### src/rtl/prim_clock_gate_pkg.sv
// Shared types and defaults for the idle-driven clock-gate enable controller.
package prim_clock_gate_pkg;

    typedef enum logic [1:0] {
        RUN   = 2'b00,
        DRAIN = 2'b01,
        GATED = 2'b10,
        WAKE  = 2'b11
    } ctrl_state_e;

    localparam int unsigned DefaultIdleCycles = 32'd4;
    localparam int unsigned DefaultWakeCycles = 32'd2;

    function automatic int unsigned max_u(input int unsigned a, input int unsigned b);
        return (a > b) ? a : b;
    endfunction

endpackage

### src/rtl/prim_sat_counter.sv
// Saturating up-counter with synchronous clear that wins over increment.
module prim_sat_counter #(
    parameter int unsigned Width = 32
) (
    input  logic             clk_i,
    input  logic             rst_i,
    input  logic             inc_i,
    input  logic             clr_i,
    output logic [Width-1:0] q_o
);

    logic [Width-1:0] cnt_q;
    logic [Width-1:0] cnt_d;

    // Next count: clear first, then increment unless already all-ones.
    always_comb begin
        cnt_d = cnt_q;
        if (clr_i) begin
            cnt_d = '0;
        end else if (inc_i && (cnt_q != {Width{1'b1}})) begin
            cnt_d = cnt_q + Width'(1'b1);
        end else begin
            cnt_d = cnt_q;
        end
    end

    // Count register.
    always_ff @(posedge clk_i or posedge rst_i) begin
        if (rst_i) begin
            cnt_q <= '0;
        end else begin
            cnt_q <= cnt_d;
        end
    end

    assign q_o = cnt_q;

endmodule

### src/rtl/prim_clock_gate_ctrl.sv
// Enable controller for prim_clock_gating: idle hysteresis before gating, timed
// release on wake, and a saturating count of gated cycles. Runs on the free clock.
module prim_clock_gate_ctrl
    import prim_clock_gate_pkg::*;
#(
    parameter int unsigned IdleCycles = DefaultIdleCycles,
    parameter int unsigned WakeCycles = DefaultWakeCycles,
    parameter int unsigned StatWidth  = 32
) (
    input  logic                 clk_i,
    input  logic                 rst_i,
    input  logic                 sleep_req_i,
    input  logic                 core_busy_i,
    input  logic                 wake_req_i,
    input  logic                 clear_stats_i,
    output logic                 clock_en_o,
    output logic                 sleep_ack_o,
    output logic                 wake_ack_o,
    output logic                 core_sleeping_o,
    output logic [StatWidth-1:0] gated_cycles_o
);

    localparam int unsigned CntMax = max_u(IdleCycles, WakeCycles);
    localparam int unsigned CntW   = $clog2(CntMax + 32'd1);
    localparam logic [CntW-1:0] IdleLoad = CntW'(IdleCycles - 32'd1);
    localparam logic [CntW-1:0] WakeLoad = CntW'(WakeCycles - 32'd1);
    localparam logic [CntW-1:0] CntOne   = CntW'(1'b1);

    if (IdleCycles < 32'd1) begin : g_idle_chk
        $error("prim_clock_gate_ctrl: IdleCycles must be at least 1");
    end
    if (WakeCycles < 32'd1) begin : g_wake_chk
        $error("prim_clock_gate_ctrl: WakeCycles must be at least 1");
    end

    ctrl_state_e     state_q;
    ctrl_state_e     state_d;
    logic [CntW-1:0] cnt_q;
    logic [CntW-1:0] cnt_d;
    logic            wake_ack_d;
    logic            clock_en_q;
    logic            sleep_ack_q;
    logic            wake_ack_q;
    logic            core_sleeping_q;
    logic            adv_s;
    logic            stat_inc_s;

    // A wake request vetoes sleep entry, so it also aborts a drain in progress.
    assign adv_s = sleep_req_i & ~core_busy_i & ~wake_req_i;

    // Next-state and hysteresis/release counter.
    always_comb begin
        state_d    = state_q;
        cnt_d      = cnt_q;
        wake_ack_d = 1'b0;
        case (state_q)
            RUN: begin
                if (adv_s) begin
                    state_d = DRAIN;
                    cnt_d   = IdleLoad;
                end else begin
                    state_d = RUN;
                end
            end
            DRAIN: begin
                if (!adv_s) begin
                    state_d = RUN;
                end else if (cnt_q == '0) begin
                    state_d = GATED;
                end else begin
                    cnt_d = cnt_q - CntOne;
                end
            end
            GATED: begin
                if (wake_req_i) begin
                    state_d = WAKE;
                    cnt_d   = WakeLoad;
                end else begin
                    state_d = GATED;
                end
            end
            WAKE: begin
                if (cnt_q == '0) begin
                    state_d    = RUN;
                    wake_ack_d = 1'b1;
                end else begin
                    cnt_d = cnt_q - CntOne;
                end
            end
            default: begin
                state_d = RUN;
                cnt_d   = '0;
            end
        endcase
    end

    // State and Moore outputs, registered from the next state so the enable
    // only ever changes on the rising edge.
    always_ff @(posedge clk_i or posedge rst_i) begin
        if (rst_i) begin
            state_q         <= RUN;
            cnt_q           <= '0;
            clock_en_q      <= 1'b1;
            sleep_ack_q     <= 1'b0;
            wake_ack_q      <= 1'b0;
            core_sleeping_q <= 1'b0;
        end else begin
            state_q         <= state_d;
            cnt_q           <= cnt_d;
            clock_en_q      <= (state_d != GATED);
            sleep_ack_q     <= (state_d == GATED);
            wake_ack_q      <= wake_ack_d;
            core_sleeping_q <= (state_d == GATED) || (state_d == WAKE);
        end
    end

    assign stat_inc_s = (state_q == GATED);

    prim_sat_counter #(
        .Width (StatWidth)
    ) u_gated_cnt (
        .clk_i (clk_i),
        .rst_i (rst_i),
        .inc_i (stat_inc_s),
        .clr_i (clear_stats_i),
        .q_o   (gated_cycles_o)
    );

    assign clock_en_o      = clock_en_q;
    assign sleep_ack_o     = sleep_ack_q;
    assign wake_ack_o      = wake_ack_q;
    assign core_sleeping_o = core_sleeping_q;

endmodule

### config.mk
export PLATFORM = sky130hd
export DESIGN_NAME = prim_clock_gate_ctrl
export DESIGN_NICKNAME = d
export VERILOG_FILES = /design/src/rtl/prim_clock_gate_pkg.sv /design/src/rtl/prim_sat_counter.sv /design/src/rtl/prim_clock_gate_ctrl.sv
export SDC_FILE = /design/constraint.sdc
export NUM_CORES = 1
export LEC_CHECK = 0
export CORE_MARGIN = 2
export CORE_UTILIZATION = 55
export DETAILED_ROUTE_END_ITERATION = 8
export GPL_TIMING_DRIVEN = 0
export PLACE_DENSITY = 0.92
export SYNTH_ARGS = -nofsm -noshare
export SYNTH_HDL_FRONTEND = slang
export SYNTH_HIERARCHICAL = 1
export SYNTH_SLANG_ARGS = --single-unit
### constraint.sdc
create_clock -name clk_i -period 5 [get_ports clk_i]
set_input_delay 0.5 -clock clk_i [delete_from_list [all_inputs] [get_ports clk_i]]
set_output_delay 0.5 -clock clk_i [all_outputs]
set_load 0.02 [all_outputs]
==> impl_results.md <==
* Synth unique cells at 45
* Longest Clk Path Bufs at 2
* CTS tree: built
* Post-CTS setup buffer count at 0
* CTS resizes at 0
* Setup TNS at 0 ns
* Period utilization at 54.1%
* Syn Inst Count at 224
* Net Sw Power at 0.133 mW
* Most frequent cells in the layout: clkdlybuf4s50_1 (41), dfrtp_1 (40), a21oi_1 (28)
* Synthesis-stage register bit count at 41
* Cell Chain, Critical Path: ha_1 > nand2_1 > or4_4 > o41ai_1 > o21ai_0 > a21oi_1
* Num CTS Buffers at 5
* First-pass GRT wire length at 8.23 mm
* Sequential share of power at 58.8%
* Hold buffer count at CTS at 0
* Drc violations at 0
* Relative slew slack at 19.3%
* Iteration-0 DRC Markers at 109
* # nets final at 282
* Outcome: finished clean
* Mapped cell area at 2180 sq um
* # diodes at 0
* Die height at 66.9 microns
* Switch share at 23.0%
* Fraction of layout cells with a size suffix above 1 at 8.03%
* Clock Skew at 0.00792 ns
* Final-layout fill cell count at 283
* Num rows at 22
* DP Wirelength at 3.49 mm
* Unrepaired setup endpoints after global routing: no
* Worst EP required at 5.21 ns
* Vias per cell at 6.27
* Clock sinks at 41
* Area delta synth->final at 26.7%
* Worst vdd ir at 0.168 mV
* Final Setup Violations at 0
* Multi-input gate area at 1070 sq um
* Initial DRT Pass Iterations at 4
* Metal2 WL at 2.60 mm
* Worst-skew pair later-pin latency at 0.29 ns
* Boundary Pins at 42
* CP Max Fanout at 8
* CP peak stage delay at 0.97 ns
* Root buffer cell: clkbuf_8
* Syn Nets at 233
* Reg area at 1030 sq um
* WP data arrival at 2.92 ns
* Detailed-routed wire length on met3 at 252 microns
* Final Hold Fails at 0
* Vias in the first global route at 1858
* Register area share after synthesis at 47.2%
* Die area at 4480 sq um
* Cell Int Power at 0.444 mW
* EDFF count, synth at 0
* Actual slew at the worst max-slew pin at 1.19 ns
* Post-route ant nets at 0
* Post-Route M1 WL at 2.22 mm
* Synth Warn # at 6
* Initial antenna violation count at 0
* Logic gate share of total power at 4.9%
* Initial core utilization at 58.2%
* Pwr dens at 209 nW/um^2
* Max layer used: met4
* Max_cap viols at 0
* Syn avg cell area at 9.72 sq um
* CP max-delay cell: o41ai_1
* Finished Core Util at 73.7%
* Largest net degree at the start of global routing at 33
* Top FF cell, synth: dfrtp_1
* Final wirelength at 5.10 mm
* Wire per inst at 15.8 microns
* Setup crit start kind: flop
* Clock transition at path regs at 0.08 ns
* Async set-or-reset flop fraction in the synthesized netlist at 100%
* Core area at 3740 sq um
* Clock Power Share at 36.3%
* GPL Wtd Cong at 0.816
* CP delay by family, top: compound AO/OA/AOI/OAI gates
* Commonest non-fill, non-tap cell in the layout: clkdlybuf4s50_1
* Via count at 2018
* Port Buffers at 41
* Buf+Inv Stages, Crit Path at 0
* Leak at 1.07 nW
* CP Capture Type: flop
* Global route total overflow at 0
* Tmin final at 2.70 ns
* Hold WC Path Type: in2async
* # H-tree levels at 2
* Max Slew Vio Count at 0
* Die width at 66.9 microns
* WS Path Type: reg2reg
* GRT Overall Usage at 24.5%
* Fmax at 0.370 GHz
## final timing paths
kind / endpoint / start / cells after the start / slack, ns
worst max-delay path: u_gated_cnt/q_o[13] / u_gated_cnt/q_o[0] / 6 / 2.30
worst min-delay path: state_q[1] / rst_i / 2 / 0.52
worst max register to register: u_gated_cnt/q_o[13] / u_gated_cnt/q_o[0] / 6 / 2.30
worst min register to register: cnt_q[1] / cnt_q[1] / 1 / 0.53
max in group asynchronous: u_gated_cnt/q_o[13] / rst_i / 3 / 4.05
min in group clk_i: cnt_q[1] / cnt_q[1] / 1 / 0.53
## per-stage QoR
| stage | std cells | hold WS, ns | total power, mW | instance area, sq um | setup WS (ns) |
|---|---|---|---|---|---|
| detailed placement | 313 | 0.502 | 0.371 | 2650 | 2.32 |
| CTS | 321 | 0.519 | 0.577 | 2730 | 2.28 |
| floorplan | 224 | 0.327 | 0.361 | 2180 | 2.66 |
| finish | 322 | 0.519 | 0.577 | 2760 | 2.30 |
| global route | 322 | 0.539 | 0.598 | 2760 | 2.10 |
| global placement | 313 | 0.492 | 0.371 | 2650 | 2.50 |
## registers in the layout, indices dropped and copies added, names as in the netlist
register	count
clock_en_o	1
core_sleeping_o	1
cnt_q	3
wake_ack_o	1
sleep_ack_o	1
state_q	2
u_gated_cnt/q_o	32
## worst register-to-register path, delay by kind of cell (launching register included)
kind | cells | cell delay (ns)
AO/OA/AOI/OAI | 3 | 1.37
AND/OR/NAND/NOR | 2 | 0.62
flip-flops | 1 | 0.42
adder cells (fa/ha/maj) | 1 | 0.22
## power groups by stage
| stage | clock network [mW] | registers, mW | logic [mW] |
|---|---|---|---|
| floorplan | 0 | 0.345 | 0.0165 |
| global placement | 0 | 0.345 | 0.0254 |
| detailed placement | 0 | 0.345 | 0.0260 |
| CTS | 0.212 | 0.339 | 0.0262 |
| global route | 0.226 | 0.340 | 0.0320 |
| finish | 0.209 | 0.339 | 0.0284 |
## layer usage
layer / vias up / global-route usage [%]
met5: - / 0
met2: 59 / 41.6
met1: 999 / 30.2
li1: 958 / -
met4: 0 / 8.42
met3: 2 / 6.08
## final cells by class
| class | instances | share of cell area [%] |
|---|---|---|
| Sequential cell | 41 | 37.2 |
| Clock inverter | 2 | 0.363 |
| Multi-Input combinational cell | 164 | 38.8 |
| Inverter | 13 | 1.77 |
| Timing Repair Buffer | 42 | 15.9 |
| Tap cell | 48 | 2.18 |
| Clock buffer | 6 | 2.63 |
| Buffer | 6 | 1.13 |
## cell usage after synthesis (3+ instances only)
cell / instances / area (sq um)
a21oi_1: 28 / 140
and2_1: 3 / 18.8
and3_1: 4 / 25.0
and4_1: 4 / 35.0
clkbuf_1: 4 / 15.0
dfrtp_1: 40 / 1000
ha_1: 3 / 37.5
inv_1: 13 / 48.8
nand2_1: 13 / 48.8
nand3_1: 11 / 55.1
nand4_1: 6 / 37.5
nor2_1: 7 / 26.3
nor4_1: 3 / 18.8
o21ai_0: 14 / 70.1
o31ai_1: 15 / 113
or3_1: 12 / 75.1
or4_1: 14 / 105
xnor2_1: 3 / 26.3
## logic make-up (layout without fill, tap and decap cells)
family	after synthesis	in the layout	synth area share, %
DFF	41	41	47.2
xor gates and xnor gates	4	4	1.61
adders and majority gates	3	3	1.72
muxes	2	2	1.15
and+or+nand+nor	88	88	25.2
buffers and inverters	19	69	3.68
AOI/OAI and AO/OA	67	67	19.5
Power figures use the tool's default switching activity.
